$ cat src/rtl/bus_arbiter.sv
// Two-master, one-slave bus arbiter.
// Masters are served round-robin on ties. The request is registered toward the slave,
// and each transaction completes with a one-cycle response: either the slave data or,
// after TIMEOUT_CYC cycles without an ack, an error.
module bus_arbiter #(
    parameter int unsigned TIMEOUT_CYC = 16
) (
    input  logic        clk,
    input  logic        rst,
    // master 0 (core)
    input  logic        m0_req_i,
    input  logic [31:0] m0_addr_i,
    input  logic        m0_we_i,
    input  logic [31:0] m0_wdata_i,
    output logic [31:0] m0_rdata_o,
    output logic        m0_ack_o,
    output logic        m0_err_o,
    // master 1 (debug/DMA)
    input  logic        m1_req_i,
    input  logic [31:0] m1_addr_i,
    input  logic        m1_we_i,
    input  logic [31:0] m1_wdata_i,
    output logic [31:0] m1_rdata_o,
    output logic        m1_ack_o,
    output logic        m1_err_o,
    // slave side
    output logic        s_req_o,
    output logic [31:0] s_addr_o,
    output logic        s_we_o,
    output logic [31:0] s_wdata_o,
    input  logic [31:0] s_rdata_i,
    input  logic        s_ack_i,
    // current owner, one-hot
    output logic [1:0]  grant_o
);

    localparam logic [7:0] TO_LAST = 8'(TIMEOUT_CYC - 1);

    typedef enum logic [1:0] {
        IDLE  = 2'd0,
        GRANT = 2'd1,
        RESP  = 2'd2
    } state_t;

    state_t     state;
    logic       owner;
    logic       last_owner;
    logic [7:0] cnt;
    logic       pick;

    // Winner of IDLE arbitration: the sole requester, or the one not served last on a tie
    always_comb begin
        pick = m1_req_i;
        if (m0_req_i && m1_req_i) begin
            pick = ~last_owner;
        end
    end

    // Arbitration FSM with all outputs registered
    always_ff @(posedge clk or posedge rst) begin
        if (rst) begin
            state      <= IDLE;
            owner      <= 1'b0;
            last_owner <= 1'b1;
            cnt        <= 8'd0;
            s_req_o    <= 1'b0;
            s_addr_o   <= 32'd0;
            s_we_o     <= 1'b0;
            s_wdata_o  <= 32'd0;
            m0_rdata_o <= 32'd0;
            m0_ack_o   <= 1'b0;
            m0_err_o   <= 1'b0;
            m1_rdata_o <= 32'd0;
            m1_ack_o   <= 1'b0;
            m1_err_o   <= 1'b0;
            grant_o    <= 2'b00;
        end else begin
            case (state)
                IDLE: begin
                    if (m0_req_i || m1_req_i) begin
                        state     <= GRANT;
                        owner     <= pick;
                        cnt       <= 8'd0;
                        s_req_o   <= 1'b1;
                        s_addr_o  <= pick ? m1_addr_i  : m0_addr_i;
                        s_we_o    <= pick ? m1_we_i    : m0_we_i;
                        s_wdata_o <= pick ? m1_wdata_i : m0_wdata_i;
                        grant_o   <= pick ? 2'b10 : 2'b01;
                    end
                end
                GRANT: begin
                    if (s_ack_i || (cnt == TO_LAST)) begin
                        // Slave ack takes priority over a coincident timeout
                        state      <= RESP;
                        s_req_o    <= 1'b0;
                        last_owner <= owner;
                        if (owner) begin
                            m1_ack_o   <= 1'b1;
                            m1_err_o   <= ~s_ack_i;
                            m1_rdata_o <= s_ack_i ? s_rdata_i : 32'd0;
                        end else begin
                            m0_ack_o   <= 1'b1;
                            m0_err_o   <= ~s_ack_i;
                            m0_rdata_o <= s_ack_i ? s_rdata_i : 32'd0;
                        end
                    end else begin
                        cnt <= cnt + 8'd1;
                    end
                end
                RESP: begin
                    state    <= IDLE;
                    m0_ack_o <= 1'b0;
                    m0_err_o <= 1'b0;
                    m1_ack_o <= 1'b0;
                    m1_err_o <= 1'b0;
                    grant_o  <= 2'b00;
                end
                default: begin
                    state   <= IDLE;
                    s_req_o <= 1'b0;
                    grant_o <= 2'b00;
                end
            endcase
        end
    end

endmodule

$ cat config.mk
export PLATFORM = sky130hd
export DESIGN_NAME = bus_arbiter
export DESIGN_NICKNAME = d
export VERILOG_FILES = /design/src/rtl/bus_arbiter.sv
export SDC_FILE = /design/constraint.sdc
export NUM_CORES = 1
export LEC_CHECK = 0
export ABC_AREA = 1
export BUFFER_PORTS_ARGS = -buffer_cell sky130_fd_sc_hd__buf_2
export CAP_MARGIN = 20
export CORE_MARGIN = 5
export CORE_UTILIZATION = 40
export DETAILED_ROUTE_END_ITERATION = 8
export MAX_ROUTING_LAYER = met4
export PLACE_DENSITY_LB_ADDON = 0.08
export SYNTH_ARGS = -nofsm -noshare
export SYNTH_HDL_FRONTEND = slang
export SYNTH_SLANG_ARGS = --single-unit
$ cat constraint.sdc
create_clock -name clk -period 7 [get_ports clk]
set_input_delay 1.4 -clock clk [delete_from_list [all_inputs] [get_ports clk]]
set_output_delay 1.4 -clock clk [all_outputs]
set_load 0.03 [all_outputs]
==> run metrics, run 1 <==
post-synthesis instance total=822; ratio of routed vias to standard cells=4.88; clock root cell=sky130_fd_sc_hd__clkbuf_16; number of global-route vias before repair=6342; Port Buf Inserts=302; Core Region=16500 sq um; reported max-cap violation count=0; Warnings, synthesis=0; number of antenna violations at the first check in global routing=2; summed instance area of the synthesized netlist=6730 sq um; Post-synth ARST share=100%; Primary FF master, synth=sky130_fd_sc_hd__dfrtp_1; leakage power total=5.01 nW; nets=1260; total negative setup slack=0 ps; worst setup path class=in2reg; tightest slew margin relative to the limit=47.8%; wire length per cell=16.1 um; Max Slew Vio Count=0; area taken by multi-input logic gates=2560 sq um; ports placed on the boundary=303; number of buffers on the longest clock path=2; total vias in the final route=6476; Cell variety after synth=25; x dimension of the die=140 um; layout cell share with drive strength beyond 1=31.8%; portion of synthesized cell area occupied by the leading cell type=54.7%; Sink Count=148; post-CTS sizing=0; weighted congestion reported at the end of routability-driven placement=0.796; min Tclk post-route=3550 ps; most frequently used cell type in the post-synthesis netlist=sky130_fd_sc_hd__nand2_1; post-CTS setup buffer count=0; worst endpoint data arrival time=3840 ps; per-instance average area after synthesis=8.19 sq um; area leader, netlist=sky130_fd_sc_hd__dfrtp_1; status=finished, final reports clean; clock transition time at the flip-flop clock pins of the worst setup and hold paths=60 ps; placed insts=1291; final instance count without filler cells=1327; number of DRC markers after the initial detailed-route iteration=441; worst vdd rail ir drop=0.000192 V; pin count of the biggest net entering global routing=77; Final Worst Setup Slack=3450 ps; GR Util All Layers=22.1%; critical path data required time=7290 ps; FF+latch area=3700 sq um; most used standard cells in the synthesized netlist=251 x sky130_fd_sc_hd__nand2_1, 147 x sky130_fd_sc_hd__dfrtp_1, 120 x sky130_fd_sc_hd__o21ai_0; post-detail-place hpwl=14.7 mm; hold buffers post-CTS=0; filler cell count=1595; EDFF count, synth=0; wire length of the first global-routing pass=34.0 mm; DIE AREA=19500 sq um; grt total ovfl=0; number of H-tree levels=4; DR DRC count=0; worst-path maximum fanout=36; Antenna Nets Post-Route=0; wirelength, routed=21.4 mm; first drt pass iteration count=4; Highest Clock Rate=282 MHz; proportion of synthesized chip area in sequential cells=55.0%; Initial Utilization=40.7%; total clock buffers created by CTS=17; measured slew at the worst slew-check pin=782 ps; TritonCTS clock tree=built; Setup Skew=7.04 ps; share of the cycle needed by the critical path after routing=50.7%; RSZ-0062 raised after global routing=false; floorplan die height=140 um; Area growth, synth to finish=33.1%; Clk Latency, worst-skew pair=410 ps; sort of element at the start of the critical path=input port; final-report setup violation count=0; number of hold violations in the final report=0; Place WS=3010 ps; PwrDens=495 nW/um^2; critical path capture point type=flop; synthesized flop and latch total=148; classification of the worst-slack hold path=reg2reg; most area-consuming cells after synthesis=sky130_fd_sc_hd__dfrtp_1 55%, sky130_fd_sc_hd__nand2_1 14%, sky130_fd_sc_hd__o21ai_0 8.9%; FP Rows=47; Mapped Nets=990
## cells by family after synthesis
group | count (synthesis) | share of synthesized area (%)
DFF | 148 | 55.0
and+or+nand+nor | 416 | 26.5
xor gates and xnor gates | 3 | 0.390
buffers and inverters | 112 | 6.99
adders and majority gates | 1 | 0.186
AOI/OAI and AO/OA | 142 | 10.8
## state kept, by name, indices dropped and copies added (netlist names), 2 cells and up
name and count:
s_addr_o 32, m1_rdata_o 32, s_wdata_o 32, cnt 8, grant_o 2, m0_rdata_o 32
state 2
## metrics by stage
| step | hold slack [ps] | cell area (sq um) | total power, mW | util [%] |
|---|---|---|---|---|
| 6_report | 464 | 8960 | 4.43 | 54.2 |
| 5_1_grt | 487 | 8960 | 4.72 | 54.2 |
| 4_1_cts | 472 | 8900 | 4.47 | 53.9 |
| 3_5_place_dp | 458 | 8310 | 3.53 | 50.3 |
| 3_3_place_gp | 452 | 8310 | 3.51 | 50.3 |
| 2_1_floorplan | 442 | 6730 | 2.85 | - |
## worst max-delay path, cell delays in order
cell and delay [ps]:
sky130_fd_sc_hd__buf_2 500, sky130_fd_sc_hd__o21bai_4 460, sky130_fd_sc_hd__buf_4 450, sky130_fd_sc_hd__nand3_2 680
sky130_fd_sc_hd__nand2_1 250, sky130_fd_sc_hd__nand2_1 70
## cells in the final DEF (no fill, tap or decap), types with 14 or more instances in the layout
cell type,instances
sky130_fd_sc_hd__buf_2,302
sky130_fd_sc_hd__clkbuf_16,17
sky130_fd_sc_hd__dfrtp_1,147
sky130_fd_sc_hd__inv_1,48
sky130_fd_sc_hd__nand2_1,250
sky130_fd_sc_hd__nand3_1,14
sky130_fd_sc_hd__nand4_1,68
sky130_fd_sc_hd__nor2_1,77
sky130_fd_sc_hd__o21ai_0,120
sky130_fd_sc_hd__o21ai_1,18
## path summary, 6_finish.rpt
check	startpoint	to	slack, ps	depth (start not counted)
setup / recovery	s_ack_i	m1_rdata_o[25]	3450	6
hold / removal	m1_rdata_o[19]	m1_rdata_o[19]	460	2
setup reg to reg	cnt[0]	m1_rdata_o[25]	4050	7
hold reg to reg	m1_rdata_o[19]	m1_rdata_o[19]	460	2
max in group asynchronous	rst	last_owner	4820	4
min in group asynchronous	rst	s_addr_o[19]	1100	2
## report_power, final
group,switching (mW),internal (mW)
logic,1.52,0.535
registers,0.215,1.24
clock network,0.345,0.578
## cell type report
class | count | area share [%]
sequential | 148 | 41.3
multi-input combinational | 562 | 28.5
timing repair buffer | 312 | 18.2
clock buffer | 23 | 5.22
tap | 220 | 3.07
inverter | 51 | 2.19
clock inverter | 9 | 1.42
antenna | 2 | 0.0559
## routing by layer
layer / vias up / global-route usage [%] / share of wire, %
met5: - / - / 0
met4: 0 / 5.61 / 1.1
met3: 18 / 6.62 / 7.6
met2: 228 / 34.0 / 48
met1: 3006 / 28.8 / 43
li1: 3224 / - / -
(Power assumes the default switching activity.)
==> inputs of run 2 (changes only) <==
Clock period 7 ns to 2.9 ns, I/O delays scaled along.
==> run metrics, run 2 (synthesis results as in run 1) <==
measured slew at the worst slew-check pin=754 ps (-28.2 ps); Cell Chain, Critical Path=ha_1 > nand3_2 > o21bai_4 > buf_4 > nand4_1 > nand2_1; tightest slew margin relative to the limit=49.7% (+1.8 points); nets=1266 (+0.48%); floorplan die height=140 um (unchanged); DR DRC count=0 (unchanged); Design Power=10.9 mW (+140%); worst-path maximum fanout=58 (+61%); grt total ovfl=0 (unchanged); x dimension of the die=140 um (unchanged); number of antenna violations at the first check in global routing=1 (-1); wire length of the first global-routing pass=34.2 mm (+0.45%); number of global-route vias before repair=6531 (+3.0%); leakage power total=5.06 nW (+0.92%); total clock buffers created by CTS=17 (unchanged); final-report setup violation count=0 (unchanged); total vias in the final route=6573 (+1.5%); Highest Clock Rate=501 MHz; Place WS=756 ps (-2250 ps); Setup Skew=6.92 ps (-0.120 ps); ports placed on the boundary=303 (unchanged); number of DRC markers after the initial detailed-route iteration=403 (-8.6%); post-detail-place hpwl=15.1 mm (+3.3%); layout cell share with drive strength beyond 1=32.3% (+0.58 points); Initial Utilization=40.7% (unchanged); total negative setup slack=0 ps (unchanged); first drt pass iteration count=4 (unchanged); GR Util All Layers=22.3% (+0.25 points); critical-path cell with the highest stage delay=sky130_fd_sc_hd__buf_4; post-CTS setup buffer count=0 (unchanged); Bufs and invs on worst path=1 (-1); wirelength, routed=21.7 mm (+1.4%); RSZ-0062 raised after global routing=false; commonest non-fill, non-tap cell in the layout=sky130_fd_sc_hd__buf_2; FP Rows=47 (unchanged); ratio of routed vias to standard cells=4.93 (+1.1%); critical path data required time=3250 ps (-4040 ps); hold buffers post-CTS=0 (unchanged); clock root cell=sky130_fd_sc_hd__clkbuf_16; pin count of the biggest net entering global routing=68 (-12%); number of buffers on the longest clock path=2 (unchanged); setup slack of the most critical reg-to-reg path=900 ps (-3150 ps); peak per-stage delay on the critical path=550 ps (-130 ps); filler cell count=1630 (+2.2%); critical path capture point type=flop; highest-count cells in the layout ignoring fill and taps=302 x sky130_fd_sc_hd__buf_2, 250 x sky130_fd_sc_hd__nand2_1, 147 x sky130_fd_sc_hd__dfrtp_1; Clk Latency, worst-skew pair=420 ps (about the same); reported max-cap violation count=0 (unchanged); worst setup path class=reg2reg; Port Buf Inserts=302 (unchanged); share of the cycle needed by the critical path after routing=68.9%; worst endpoint data arrival time=2350 ps (-1490 ps); number of hold violations in the final report=0 (unchanged); top cell family by delay on the critical path=buffers and inverters; Area growth, synth to finish=34.3%; number of H-tree levels=4 (unchanged); worst vdd rail ir drop=0.000560 V (+190%); Max Slew Vio Count=0 (unchanged); classification of the worst-slack hold path=in2async; Final Worst Setup Slack=903 ps (-2550 ps); Sink Count=148 (unchanged); DIE AREA=19500 sq um (unchanged); post-CTS sizing=0 (unchanged); weighted congestion reported at the end of routability-driven placement=0.819 (+2.9%); clock transition time at the flip-flop clock pins of the worst setup and hold paths=60 ps (about the same); sort of element at the start of the critical path=flop; Antenna Nets Post-Route=0 (unchanged); wire length per cell=16.3 um (+1.1%); PwrDens=1200 nW/um^2 (+140%); min Tclk post-route=2000 ps; TritonCTS clock tree=built; status=finished, final reports clean; Core Region=16500 sq um (unchanged)
-- run 2: changes by cell type in the layout (fill, tap and decap cells not counted) --
cell / change
sky130_fd_sc_hd__buf_16: -2
sky130_fd_sc_hd__buf_12: +3
sky130_fd_sc_hd__clkbuf_8: +2
sky130_fd_sc_hd__bufinv_16: +1
sky130_fd_sc_hd__inv_6: -1
sky130_fd_sc_hd__clkbuf_1: -3
sky130_fd_sc_hd__buf_4: +5
-- run 2: power breakdown --
part	switching (mW)	internal (mW)	leakage, nW
logic	3.69	1.30	2.88
registers	0.510	2.99	1.87
clock network	0.840	1.52	0.308
total	5.04	5.82	5.06
-- run 2: routing by layer --
metal  track usage, %  share of wire (%)  up-vias
li1                 -                  -     3241
met1             27.8                 42     3073
met2             35.4                 49      225
met3             5.59                6.6       34
met4             8.47                2.4        0
met5                -                  0        -
-- run 2: stage by stage --
stage | hold slack (ps) | cells | util (%) | cell area [sq um]
2_1_floorplan | 442 | 822 | - | 6730
3_3_place_gp | 450 | 1299 | 50.8 | 8400
3_5_place_dp | 454 | 1299 | 50.8 | 8400
4_1_cts | 290 | 1330 | 54.7 | 9040
5_1_grt | 338 | 1331 | 54.7 | 9040
6_report | 290 | 1332 | 54.7 | 9040
-- run 2: final timing paths --
| kind | depth (start not counted) | endpoint | start |
|---|---|---|---|
| max reg2reg | 6 | m1_rdata_o[16] | cnt[0] |
| min | 2 | s_wdata_o[2] | rst |
| min in group clk | 3 | s_wdata_o[10] | m1_wdata_i[10] |
| min reg2reg | 2 | m1_rdata_o[18] | m1_rdata_o[18] |
| max in group asynchronous | 3 | s_wdata_o[29] | rst |
| max | 6 | m1_rdata_o[16] | cnt[0] |
-- run 2: layout make-up --
| type | instances | area (sq um) | area share [%] |
|---|---|---|---|
| diodes | 2 | 5.00 | 0.0554 |
| clock buffers | 22 | 484 | 5.36 |
| clock inverters | 9 | 150 | 1.66 |
| inverters | 51 | 195 | 2.16 |
| multi-input cells | 562 | 2560 | 28.3 |
| flip-flops and latches | 148 | 3700 | 41.0 |
| well taps | 220 | 275 | 3.04 |
| repair buffers | 318 | 1670 | 18.5 |
-- run 2: worst register-to-register path, cell delays in order (launching register included) --
cell and delay [ps]:
sky130_fd_sc_hd__dfrtp_1 390, sky130_fd_sc_hd__ha_1 220, sky130_fd_sc_hd__nand3_2 130, sky130_fd_sc_hd__o21bai_4 340, sky130_fd_sc_hd__buf_4 550, sky130_fd_sc_hd__nand4_1 190, sky130_fd_sc_hd__nand2_1 120
